## src/rtl/prescription_pkg.sv

```systemverilog
// Shared definitions for the prescription reminder: ROM entry fields,
// FSM state encodings and the missed-dose log record.
package prescription_pkg;

  localparam int PILL_MSB = 27;
  localparam int PILL_LSB = 24;
  localparam int TIME_MSB = 23;

  localparam logic [3:0] EMPTY_PILL = 4'd0;

  typedef enum logic {
    SCAN_IDLE,
    SCANNING
  } scan_state_t;

  typedef enum logic [1:0] {
    ALERT_IDLE,
    ALERTING,
    LOG_MISS
  } alert_state_t;

  typedef struct packed {
    logic [3:0]  pill;
    logic [23:0] stamp;
  } miss_rec_t;

endpackage

```

## src/rtl/schedule_scanner.sv

```systemverilog
// Walks the schedule ROM once per second and raises pending[k] for slots due now.
//   SCAN_IDLE | waiting for a second tick; ROM address parked at 0
//   SCANNING  | issuing addresses and comparing returned entries
module schedule_scanner #(
  parameter  int NUM_ENTRIES = 8,
  localparam int IDX_W       = (NUM_ENTRIES > 1) ? $clog2(NUM_ENTRIES) : 1
) (
  input  logic                        i_clk,
  input  logic                        i_reset,
  input  logic                        i_enable,
  input  logic                        i_second_tick,
  input  logic [23:0]                 i_current_time,
  output logic [7:0]                  o_rom_address,
  input  logic [27:0]                 i_rom_data,
  input  logic                        i_clr_valid,
  input  logic [IDX_W-1:0]            i_clr_idx,
  output logic [NUM_ENTRIES-1:0]      o_pending,
  output logic [NUM_ENTRIES-1:0][3:0] o_pills
);
  import prescription_pkg::*;

  scan_state_t r_state, w_state_nxt;
  logic [IDX_W-1:0]            r_addr, r_cmp_idx;
  logic                        r_addr_vld, r_cmp_vld;
  logic [23:0]                 r_time;
  logic [NUM_ENTRIES-1:0]      r_pending;
  logic [NUM_ENTRIES-1:0][3:0] r_pills;
  logic                        w_start, w_match;
  logic [3:0]                  w_rom_pill;
  logic [23:0]                 w_rom_time;

  assign w_rom_pill = i_rom_data[PILL_MSB:PILL_LSB];
  assign w_rom_time = i_rom_data[TIME_MSB:0];
  assign w_start    = (r_state == SCAN_IDLE) && i_second_tick && i_enable;
  assign w_match    = r_cmp_vld && (w_rom_pill != EMPTY_PILL) && (w_rom_time == r_time);

  assign o_rom_address = 8'(r_addr);
  assign o_pending     = r_pending;
  assign o_pills       = r_pills;

  always_ff @(posedge i_clk) begin
    if (i_reset) r_state <= SCAN_IDLE;
    else         r_state <= w_state_nxt;
  end

  always_comb begin
    w_state_nxt = r_state;
    case (r_state)
      SCAN_IDLE: if (w_start) w_state_nxt = SCANNING;
      SCANNING:  if (!r_addr_vld && !r_cmp_vld) w_state_nxt = SCAN_IDLE;
      default:   w_state_nxt = SCAN_IDLE;
    endcase
  end

  // Address stage feeds a compare stage one cycle later, matching ROM latency.
  always_ff @(posedge i_clk) begin
    if (i_reset) begin
      r_addr     <= '0;
      r_addr_vld <= 1'b0;
      r_cmp_idx  <= '0;
      r_cmp_vld  <= 1'b0;
      r_time     <= '0;
    end else begin
      r_cmp_vld <= r_addr_vld;
      r_cmp_idx <= r_addr;
      if (w_start) begin
        r_addr     <= '0;
        r_addr_vld <= 1'b1;
        r_time     <= i_current_time;
      end else if (r_addr_vld) begin
        if (r_addr == IDX_W'(NUM_ENTRIES - 1)) begin
          r_addr     <= '0;
          r_addr_vld <= 1'b0;
        end else begin
          r_addr <= r_addr + IDX_W'(1);
        end
      end
    end
  end

  // A clear of the alerted slot wins over a coincident re-match of it.
  always_ff @(posedge i_clk) begin
    if (i_reset) begin
      r_pending <= '0;
      r_pills   <= '0;
    end else begin
      for (int k = 0; k < NUM_ENTRIES; k++) begin
        if (i_clr_valid && (i_clr_idx == IDX_W'(k))) begin
          r_pending[k] <= 1'b0;
        end else if (w_match && (r_cmp_idx == IDX_W'(k)) && !r_pending[k]) begin
          r_pending[k] <= 1'b1;
          r_pills[k]   <= w_rom_pill;
        end
      end
    end
  end

endmodule

```

## src/rtl/dose_scheduler.sv

```systemverilog
// Presents due doses one at a time with a grace countdown and logs missed ones.
//   ALERT_IDLE | no reminder shown; picks the lowest pending slot
//   ALERTING   | reminder shown, grace counting down on second ticks
//   LOG_MISS   | one-cycle missed-dose RAM write
module dose_scheduler #(
  parameter int NUM_ENTRIES   = 8,
  parameter int GRACE_SECONDS = 30,
  parameter int LOG_DEPTH     = 64
) (
  input  logic        clk,
  input  logic        reset,
  input  logic        enable,
  input  logic        secondTick,
  input  logic [23:0] currentTime,
  input  logic        takeButton,
  output logic [7:0]  romAddress,
  input  logic [27:0] romData,
  output logic [7:0]  ramAddress,
  output logic [27:0] ramData,
  output logic        ramWren,
  output logic        reminderActive,
  output logic [3:0]  reminderPill,
  output logic [11:0] graceRemaining,
  output logic        takenPulse,
  output logic [7:0]  missCount
);
  import prescription_pkg::*;

  localparam int IDX_W = (NUM_ENTRIES > 1) ? $clog2(NUM_ENTRIES) : 1;

  alert_state_t r_state, w_state_nxt;
  logic [NUM_ENTRIES-1:0]      w_pending;
  logic [NUM_ENTRIES-1:0][3:0] w_pills;
  logic [IDX_W-1:0]            r_sel, w_low_idx;
  logic [3:0]                  r_pill;
  logic [11:0]                 r_grace;
  logic [23:0]                 r_miss_time;
  logic [7:0]                  r_log_ptr, r_miss_count;
  logic                        r_taken;
  logic                        w_tick, w_expire, w_take, w_clr, w_active;
  miss_rec_t                   w_rec;

  schedule_scanner #(.NUM_ENTRIES(NUM_ENTRIES)) u_scanner (
    .i_clk          (clk),
    .i_reset        (reset),
    .i_enable       (enable),
    .i_second_tick  (secondTick),
    .i_current_time (currentTime),
    .o_rom_address  (romAddress),
    .i_rom_data     (romData),
    .i_clr_valid    (w_clr),
    .i_clr_idx      (r_sel),
    .o_pending      (w_pending),
    .o_pills        (w_pills)
  );

  assign w_tick   = secondTick && enable;
  assign w_take   = (r_state == ALERTING) && takeButton;
  assign w_expire = (r_state == ALERTING) && !takeButton && w_tick && (r_grace == 12'd1);
  assign w_clr    = w_take || (r_state == LOG_MISS);
  assign w_active = (r_state != ALERT_IDLE);

  always_comb begin
    w_low_idx = '0;
    for (int i = NUM_ENTRIES - 1; i >= 0; i--) begin
      if (w_pending[i]) w_low_idx = IDX_W'(i);
    end
  end

  always_ff @(posedge clk) begin
    if (reset) r_state <= ALERT_IDLE;
    else       r_state <= w_state_nxt;
  end

  always_comb begin
    w_state_nxt = r_state;
    case (r_state)
      ALERT_IDLE: if (|w_pending) w_state_nxt = ALERTING;
      ALERTING: begin
        if (takeButton)    w_state_nxt = ALERT_IDLE;
        else if (w_expire) w_state_nxt = LOG_MISS;
      end
      LOG_MISS: w_state_nxt = ALERT_IDLE;
      default:  w_state_nxt = ALERT_IDLE;
    endcase
  end

  always_ff @(posedge clk) begin
    if (reset) begin
      r_sel        <= '0;
      r_pill       <= '0;
      r_grace      <= '0;
      r_miss_time  <= '0;
      r_log_ptr    <= '0;
      r_miss_count <= '0;
      r_taken      <= 1'b0;
    end else begin
      r_taken <= w_take;
      case (r_state)
        ALERT_IDLE: begin
          if (|w_pending) begin
            r_sel   <= w_low_idx;
            r_pill  <= w_pills[w_low_idx];
            r_grace <= 12'(GRACE_SECONDS);
          end
        end
        ALERTING: begin
          if (!takeButton && w_tick) r_grace <= r_grace - 12'd1;
          if (w_expire) r_miss_time <= currentTime;
        end
        LOG_MISS: begin
          r_log_ptr <= (r_log_ptr == 8'(LOG_DEPTH - 1)) ? 8'd0 : r_log_ptr + 8'd1;
          if (r_miss_count != 8'hFF) r_miss_count <= r_miss_count + 8'd1;
        end
        default: ;
      endcase
    end
  end

  assign w_rec = '{pill: r_pill, stamp: r_miss_time};

  assign reminderActive = w_active;
  assign reminderPill   = w_active ? r_pill : 4'd0;
  assign graceRemaining = w_active ? r_grace : 12'd0;
  assign takenPulse     = r_taken;
  assign missCount      = r_miss_count;
  assign ramWren        = (r_state == LOG_MISS);
  assign ramAddress     = (r_state == LOG_MISS) ? r_log_ptr : 8'd0;
  assign ramData        = (r_state == LOG_MISS) ? w_rec : 28'd0;

endmodule

```

## config.mk

```make
export PLATFORM = sky130hd
export DESIGN_NAME = dose_scheduler
export DESIGN_NICKNAME = d
export VERILOG_FILES = /design/src/rtl/prescription_pkg.sv /design/src/rtl/schedule_scanner.sv /design/src/rtl/dose_scheduler.sv
export SDC_FILE = /design/constraint.sdc
export NUM_CORES = 1
export LEC_CHECK = 0
export CAP_MARGIN = 30
export CELL_PAD_IN_SITES_DETAIL_PLACEMENT = 1
export CELL_PAD_IN_SITES_GLOBAL_PLACEMENT = 1
export CORE_MARGIN = 2
export CORE_UTILIZATION = 41
export DETAILED_ROUTE_END_ITERATION = 16
export GPL_ROUTABILITY_DRIVEN = 0
export PLACE_DENSITY = 0.89
export SLEW_MARGIN = 20
export SYNTH_ARGS = -nofsm -noshare
export SYNTH_HDL_FRONTEND = slang
export SYNTH_SLANG_ARGS = --single-unit
```

## constraint.sdc

```tcl
create_clock -name clk -period 5.6 [get_ports clk]
set_input_delay 1.12 -clock clk [delete_from_list [all_inputs] [get_ports clk]]
set_output_delay 1.12 -clock clk [all_outputs]
set_load 0.01 [all_outputs]
```

[After elaboration in Yosys (flattened, before gate mapping)]
Cells that the tools add are included.
Storage, ports and cells
  memories kept: 0
  memory bits (writable): 0
  logic and storage cells: 173
  bits in read-only memories: 0
  output and inout bits: 71
  latch bits: 0
  register bits after elaboration: 135
  input bits: 57
Operators by class
  div/mod/pow operators: 0
  bitwise gates (word level): 9
  multiplexer cells: 29
  eq/ne operators: 24
  reduce and logical (&&, ||, !) cells: 76
  add/subtract/negate cells: 4
  multiply operators: 0
  shift-type cells: 0
  order comparisons: 1
Operators by type and width (number)
  $mux W12: 3
  $logic_and A1 B1 Y1: 35
  $mux W28: 1
  $eq A3 B3 Y1 const B: 9
  $mux W3: 9
  $eq A24 B24 Y1: 1
  $pmux W12 S2: 1
  $reduce_and A2 Y1: 12
  $reduce_or A2 Y1: 9
  $add A8 B1 Y8 const B: 2
  $mux W8: 2
  $bmux W4 S3: 1
  $eq A12 B1 Y1 const B: 1
  $eq A3 B2 Y1 const B: 4
  $sub A12 B1 Y12 const B: 1
  $logic_not A1 Y1: 11
  $not A1 Y1: 9
  $eq A8 B6 Y1 const B: 1
  $mux W4: 2
  $ne A8 B8 Y1 const B: 1
  $reduce_or A8 Y1: 1
  $eq A3 B1 Y1 const B: 2
  $logic_not A3 Y1: 2
  $mux W2: 3
  other kinds (15): 20

[Longest topological paths before layout]
Gate-level depths: netlist of the first run.
  word-level depth: 10
  gate-level depth with buffers: 9
  gate-level depth less buffers: 7

[Hierarchy]
Synthesis of the first run repeated with hierarchy kept, for this count alone.
Second synthesis, totals
  cells, all modules: 737
  area, all modules: 6535.0 sq um
Modules (own cells, without submodules)
  schedule_scanner: cells each 361, area each 3293.2 sq um, seq. area each 1461.4 sq um, times used 1
  dose_scheduler: cells each 376, area each 3241.9 sq um, seq. area each 1241.2 sq um, times used 1

[Least setup slack after synthesis of the first run]
No wires, ideal clock.
  path kind: input -> register
  start: input port romData[24]
  end: register u_scanner.r_pills, in the netlist u_scanner.o_pills[14]
  library setup time: 132 ps
  data required time: 5468 ps
  cell stages on the path: 9
  path buffers: 3
  arrival time: 2521 ps
  slack: 2947 ps
  cells stage by stage: buf_2 -> or4_1 -> nand4_2 -> nor4_2 -> and3_1 -> buf_6 -> buf_12 -> nand3_1 -> a21oi_1
Between the ends
  cells in the longest elaborated chain, start to end: 6
RTL lines
  start: declaration: line dose_scheduler.sv:17  | input logic [27:0] romData,
  $reduce_bool A4 Y1: line schedule_scanner.sv:35  | assign w_match = r_cmp_vld && (w_rom_pill != EMPTY_PILL) && (w_rom_time == r_time);
  $logic_and A1 B1 Y1 (2 in a row): line schedule_scanner.sv:35
  $logic_and A1 B1 Y1 (2 in a row): line schedule_scanner.sv:90  | end else if (w_match && (r_cmp_idx == IDX_W'(k)) && !r_pending[k]) begin
  $reduce_and A2 Y1 (no source line)
  end signal: indexed assignment: line schedule_scanner.sv:92  | r_pills[k] <= w_rom_pill;
  end: declaration: line schedule_scanner.sv:27  | logic [NUM_ENTRIES-1:0][3:0] r_pills;
No other way between the ends.
A chain may end at the register's enable or synchronous reset.

[Final worst setup path of the first run]
  start: register r_state[0]
  end: output port ramData[16]
Between the ends
  cells in the longest elaborated chain, start to end: 2
RTL lines
  start: declaration: line dose_scheduler.sv:31  | alert_state_t r_state, w_state_nxt;
  start signal: assignment: line dose_scheduler.sv:72  | else r_state <= w_state_nxt;
  $eq A2 B2 Y1: line dose_scheduler.sv:129  | assign ramData = (r_state == LOG_MISS) ? w_rec : 28'd0;
  $mux W28: line dose_scheduler.sv:129
  end: declaration: line dose_scheduler.sv:19  | output logic [27:0] ramData,
No other way between the ends.

==> impl_metrics.json, run 1 <==
{
  "synth.ff_latch_count": 135,
  "grt_max_degree": 66,
  "ys.flop_type": "dfxtp_1",
  "postCtsHoldBufs": 0,
  "yosysTopAreaCellShare_pct": 43.05,
  "place_inst": 1001,
  "relSlewSlack_pct": 40.24,
  "dpl_worst_slack_ps": 1877,
  "grt_overflow": 0,
  "setup_viol": 0,
  "r2r_slack_ps": 2870,
  "die_area_um2": 16320,
  "synth_cell_types": 58,
  "worst_r2r_endpoint": "r_log_ptr[5]",
  "synthCells": 727,
  "postRouteAntennaNets": 0,
  "startpoint": "r_state[0]",
  "grt_antenna_before_repair": 0,
  "synthTopCellsByCount": "dfxtp_1, nand2_1, nor2_1",
  "status": "finished clean",
  "grt_pass1_vias": 5893,
  "wl_met1_mm": 8.057,
  "yosys_warnings": 0,
  "path_delay_family": "buffers and inverters",
  "setup_ws_ps": 1847,
  "syn2layout_area_growth_pct": 29.64,
  "finalPower_uw": 2175,
  "grt_pass1_wl_mm": 31.09,
  "die_h_um": 127.7,
  "synth.top_cells.by_area": "dfxtp_1, mux2i_1, nand2_1",
  "clkLatencyLatePin_ps": 420,
  "diodes": 0,
  "r2r_start": "r_state[0]",
  "timing.hold.ws_ps": 459.3,
  "synth.yosys.seq_area_share_pct": 43.05,
  "wl_per_cell_um": 18.65,
  "arrival_ps": 2630,
  "ios": 128,
  "hold_end": "u_scanner.o_pills[14]",
  "hpwl_mm": 13.10,
  "cts-root-buf": "clkbuf_16",
  "portBuffers": 122,
  "hold_path.startpoint": "u_scanner.o_pills[14]",
  "period_share_pct": 67.02,
  "drt_first_pass_iters": 6,
  "muxShareOfSynthArea_pct": 9.189,
  "path_max_fanout": 22,
  "wl_met3_mm": 1.373,
  "synth_fa_ha_area_share_pct": 1.196,
  "required_ps": 4480,
  "startpoint_type": "flop",
  "vias": 5608,
  "crit_chain": "nand2b_1, inv_1, buf_8, and2_1, clkdlybuf4s50_1",
  "fmax_mhz": 266.4,
  "fillers": 1748,
  "syn_area_per_cell_um2": 8.634,
  "post_cts_buffers": 0,
  "drt_iter0_markers": 235,
  "crit_path_end_kind": "primary output",
  "synthArstFlopShare_pct": 0,
  "min_path_cells": 2,
  "top_layer_used": "met4",
  "final_layout_size_suffix_gt1_share_pct": 6.509,
  "synth_edf_count": 0,
  "met2_length_mm": 9.462,
  "worst_r2r_path_depth": 7,
  "drc": 0,
  "p_per_area_nw_per_um2": 267.3,
  "grtUsageTotal_pct": 24.22,
  "leakage_uw": 0.003156,
  "final_cells": 1033,
  "clockBufferDepth": 2,
  "rsz0062_at_grt": "no",
  "yosysMostFrequentCell": "dfxtp_1",
  "hold_viol": 0,
  "maxSlewViolCount": 0,
  "synth_compound_area_share_pct": 11.30,
  "synth_top_family_by_area": "simple AND/OR/NAND/NOR gates",
  "crit_type": "reg2out",
  "routed_via_density": 5.429,
  "synth.cell_area_um2": 6277,
  "min_period_ps": 3753,
  "clk_pin_slew_ps": 60,
  "synth-simple-area-share_pct": 24.88,
  "postCtsResizedCells": 0,
  "cts_buffers": 17,
  "die_w_um": 127.7,
  "nets": 895,
  "cts_num_sinks": 135,
  "start_util_pct": 41.60,
  "critPathMaxStageDelay_ps": 590,
  "ir_worst_vdd_mv": 0.1909,
  "worst_pin_slew_ps": 896.4,
  "crit_slowest_cell": "inv_1",
  "core_area_um2": 15090,
  "yosysTopAreaCell": "dfxtp_1",
  "critPathBufInv": 3,
  "hold_path_class": "reg2reg",
  "setup_tns_ps": 0,
  "drt-total-wl_mm": 19.27,
  "cts_tree": "done",
  "maxCapViolations": 0,
  "synthXorXnorAreaFrac_pct": 6.000,
  "cts-htree-levels": 4,
  "finClkSkew_ps": 9.623,
  "row_count": 45
}
==> per-layer routing <==
layer	vias up	global-route usage (%)
li1	2691	-
met1	2706	28.36
met2	174	41.81
met3	37	8.097
met4	0	7.886
met5	-	0
==> report_power, final <==
group          leakage, uW  switching [uW]  internal (uW)
sequential         0.00109            10.1            971
clock             0.000267             454            618
combinational      0.00180            65.1           57.0
total              0.00316             529           1650
==> flip-flops by register name, indices dropped and copies added, names as in the netlist, 4 cells and up <==
name / flops
r_grace: 12
u_scanner.o_pending: 8
r_miss_time: 24
missCount: 8
r_pill: 4
u_scanner.r_time: 24
u_scanner.o_pills: 32
r_log_ptr: 8
==> how the worst max path moves through the flow <==
stage                                         to  slack [ps]  cells past startpoint
after global placement    u_scanner.o_pending[3]        2050                      7
after CTS                            ramData[16]        1820                      5
after global routing                 ramData[16]        1730                      5
final                                ramData[16]        1850                      5
after floorplan            u_scanner.o_pills[14]        2950                      9
after detailed placement  u_scanner.o_pending[3]        1880                      7
==> cell usage in the layout (no fill, tap or decap), types with 2 or more instances in the layout <==
cell             count
conb_1               5
a31oi_1              2
a32oi_1              3
mux2_2               3
inv_6                3
mux2i_1             52
clkbuf_16           17
a21oi_1             62
nor4_2               2
clkinv_4             7
a2bb2oi_1            2
nor2b_1              9
nor3_1              17
nand3_1             20
or3_1                5
o21ai_0              9
nor3b_1              3
a211oi_1            12
inv_1               12
clkdlybuf4s50_1    121
nand2b_1             9
nand2_1             87
dfxtp_1            135
ha_1                 6
a2111o_1             2
nand4_1             17
a311oi_1             4
nor2_1              85
buf_4                4
and2_1              51
or4_1                2
nand3b_1             2
a2111oi_0            3
xnor2_1             30
clkinvlp_4           4
xor2_1              13
==> worst register-to-register path, cell delays in order, from the launching register on <==
cell and delay [ps]:
dfxtp_1 330, nand2b_1 300, inv_1 590, buf_8 250
nand2_1 90, or3_1 420, o31ai_1 510, nor2_1 110
==> area by class of cell <==
type	instances	area [um^2]	area share [%]
Sequential cell	135	2703	33.21
Clock buffer	17	425.4	5.228
Clock inverter	15	147.6	1.814
Multi-Input combinational cell	540	3326	40.87
Inverter	12	45.04	0.5535
Tap cell	188	235.2	2.891
Timing Repair Buffer	126	1256	15.44
==> cells by family after synthesis <==
group                      count (synthesis)
AOI/OAI and AO/OA                        112
muxes                                     56
xor gates and xnor gates                  43
buffers and inverters                     56
and+or+nand+nor                          318
other                                      1
DFF                                      135
adders and majority gates                  6
==> stage by stage <==
step	area (um^2)	util, %
2_1_floorplan	6292	-
3_3_place_gp	7545	50.00
3_5_place_dp	7565	50.13
4_1_cts	8138	53.93
5_1_grt	8138	53.93
6_report	8138	53.93
(Power assumes the default switching activity.)
==> run 2: changes to the inputs <==
CORE_UTILIZATION = 38   (was 41)
PLACE_DENSITY = 0.83   (was 0.89)
clock period = 3.5 ns   (was 5.6 ns; I/O delays follow)
==> run 2 against run 1 <==
Net effect: combinational power grew 61%; hold slack lost 0.75 ps; wire length shrank 4.1%; first-iteration DRC count grew 20%; highest routed layer unchanged; final cell count grew 3.7%; count of clock-buffer cells in the layout grew 1; critical path type unchanged; flip-flop and latch count is the same; global-route usage shrank 2.7 points.
==> impl_metrics.json, run 2 (same netlist as run 1, synthesis figures left out) <==
{
  "status": "finished clean",
  "maxSlewViolCount": 0,
  "clkLatencyLatePin_ps": 430,
  "cts-root-buf": "clkbuf_16",
  "grtUsageTotal_pct": 21.49,
  "placed_area_um2": 7670,
  "cts_num_sinks": 135,
  "routed_via_density": 5.232,
  "leakage_uw": 0.003230,
  "critPathMaxStageDelay_ps": 560,
  "crit_chain": "nand2b_1, inv_1, buf_4, and2_1, clkdlybuf4s50_1",
  "required_ps": 2800,
  "place_inst": 1040,
  "die_w_um": 132.5,
  "portBuffers": 122,
  "ir_worst_vdd_mv": 0.3545,
  "fin_area_um2": 8239,
  "postCtsResizedCells": 0,
  "drt_first_pass_iters": 4,
  "crit_type": "reg2out",
  "grt_antenna_before_repair": 0,
  "setup_tns_ps": 0,
  "diodes": 0,
  "worst-path-stages": 5,
  "hold_viol": 0,
  "busiest_layer": "met2",
  "die_area_um2": 17560,
  "critPathBufInv": 3,
  "grt_use_met3_pct": 5.862,
  "worst_r2r_path_depth": 6,
  "core_area_um2": 16000,
  "maxCapViolations": 0,
  "wl_per_cell_um": 17.26,
  "syn2layout_area_growth_pct": 31.25,
  "grt_pass1_wl_mm": 29.97,
  "drt_iter0_markers": 283,
  "postRouteAntennaNets": 0,
  "vias": 5603,
  "final_layout_size_suffix_gt1_share_pct": 7.602,
  "p_per_area_nw_per_um2": 426.1,
  "grt_util_met2_pct": 35.72,
  "timing.hold.ws_ps": 458.5,
  "row_count": 46,
  "path_delay_family": "buffers and inverters",
  "start_util_pct": 39.23,
  "rsz0062_at_grt": "no",
  "grt_max_degree": 71,
  "fmax_mhz": 326.8,
  "cts_buffers": 17,
  "hold_path_class": "reg2reg",
  "grt_overflow": 0,
  "drc": 0,
  "startpoint": "r_state[0]",
  "post_cts_buffers": 0,
  "hold_path.startpoint": "u_scanner.o_pills[10]",
  "startpoint_type": "flop",
  "grt_pass1_vias": 5822,
  "nets": 906,
  "r2r_start": "r_state[0]",
  "clk_pin_slew_ps": 60,
  "cts_tree": "done",
  "crit_path_end_kind": "primary output",
  "finClkSkew_ps": 9.970,
  "min_path_cells": 2,
  "crit_slowest_cell": "clkdlybuf4s50_1",
  "cts-htree-levels": 4,
  "worst_pin_slew_ps": 888.8,
  "path_max_fanout": 38,
  "ios": 128,
  "dpl_worst_slack_ps": 313.8,
  "largest_register_ffs": 32,
  "die_h_um": 132.5,
  "min_period_ps": 3060,
  "clockBufferDepth": 2,
  "setup_viol": 0,
  "final_common_cell": "dfxtp_1",
  "postCtsHoldBufs": 0,
  "hpwl_mm": 13.25,
  "use_met1_pct": 26.16,
  "final_cells": 1071,
  "drt-total-wl_mm": 18.48,
  "relSlewSlack_pct": 40.35,
  "fillers": 1908,
  "period_share_pct": 87.43,
  "setup_ws_ps": 440.0,
  "layout_common_cells": "dfxtp_1, clkdlybuf4s50_1, nand2_1",
  "arrival_ps": 2360
}
run 2: changes by cell type in the layout (fill, tap and decap cells not counted):
cell / previous run / this run
nor2_2: 1 / 2
buf_8: 1 / 0
clkinvlp_4: 4 / 0
nor2_4: 1 / 0
inv_6: 3 / 1
buf_4: 4 / 16
bufinv_16: 1 / 2
clkbuf_8: 0 / 1
clkinv_4: 7 / 3
clkinv_2: 0 / 7
run 2: report_power, final:
part	internal [uW]	switching [uW]
registers	1550	15.3
logic	96.0	99.7
clock network	1060	689
run 2: layer usage:
metal	vias up	routed length [um]
met5	-	0
met4	0	521
met3	39	1016
met2	149	8845
met1	2695	8097
li1	2720	-
run 2: final timing paths:
kind	endpoint	slack, ps
hold reg to reg	u_scanner.o_pills[10]	460
setup reg to reg	u_scanner.o_pills[15]	960
hold / removal	u_scanner.o_pills[10]	460
setup / recovery	ramAddress[3]	440
run 2: cell type report:
class / count / area [um^2] / area share [%]
Clock buffer: 18 / 439.2 / 5.330
Timing Repair Buffer: 137 / 1331 / 16.16
Clock inverter: 13 / 130.1 / 1.579
Tap cell: 216 / 270.3 / 3.280
Inverter: 12 / 45.04 / 0.5467
Multi-Input combinational cell: 540 / 3321 / 40.30
Sequential cell: 135 / 2703 / 32.80
run 2: through the flow:
step | total power [uW] | util (%)
final | 3511 | 51.49
after global routing | 3632 | 51.49
after CTS | 3551 | 51.49
after detailed placement | 1797 | 47.94
after global placement | 1793 | 47.94
after floorplan | 1694 | -
run 2: worst min-delay path: stages, from the launching register on:
cell	delay (ps)
dfxtp_1	310
nand2_1	50
a21oi_1	50
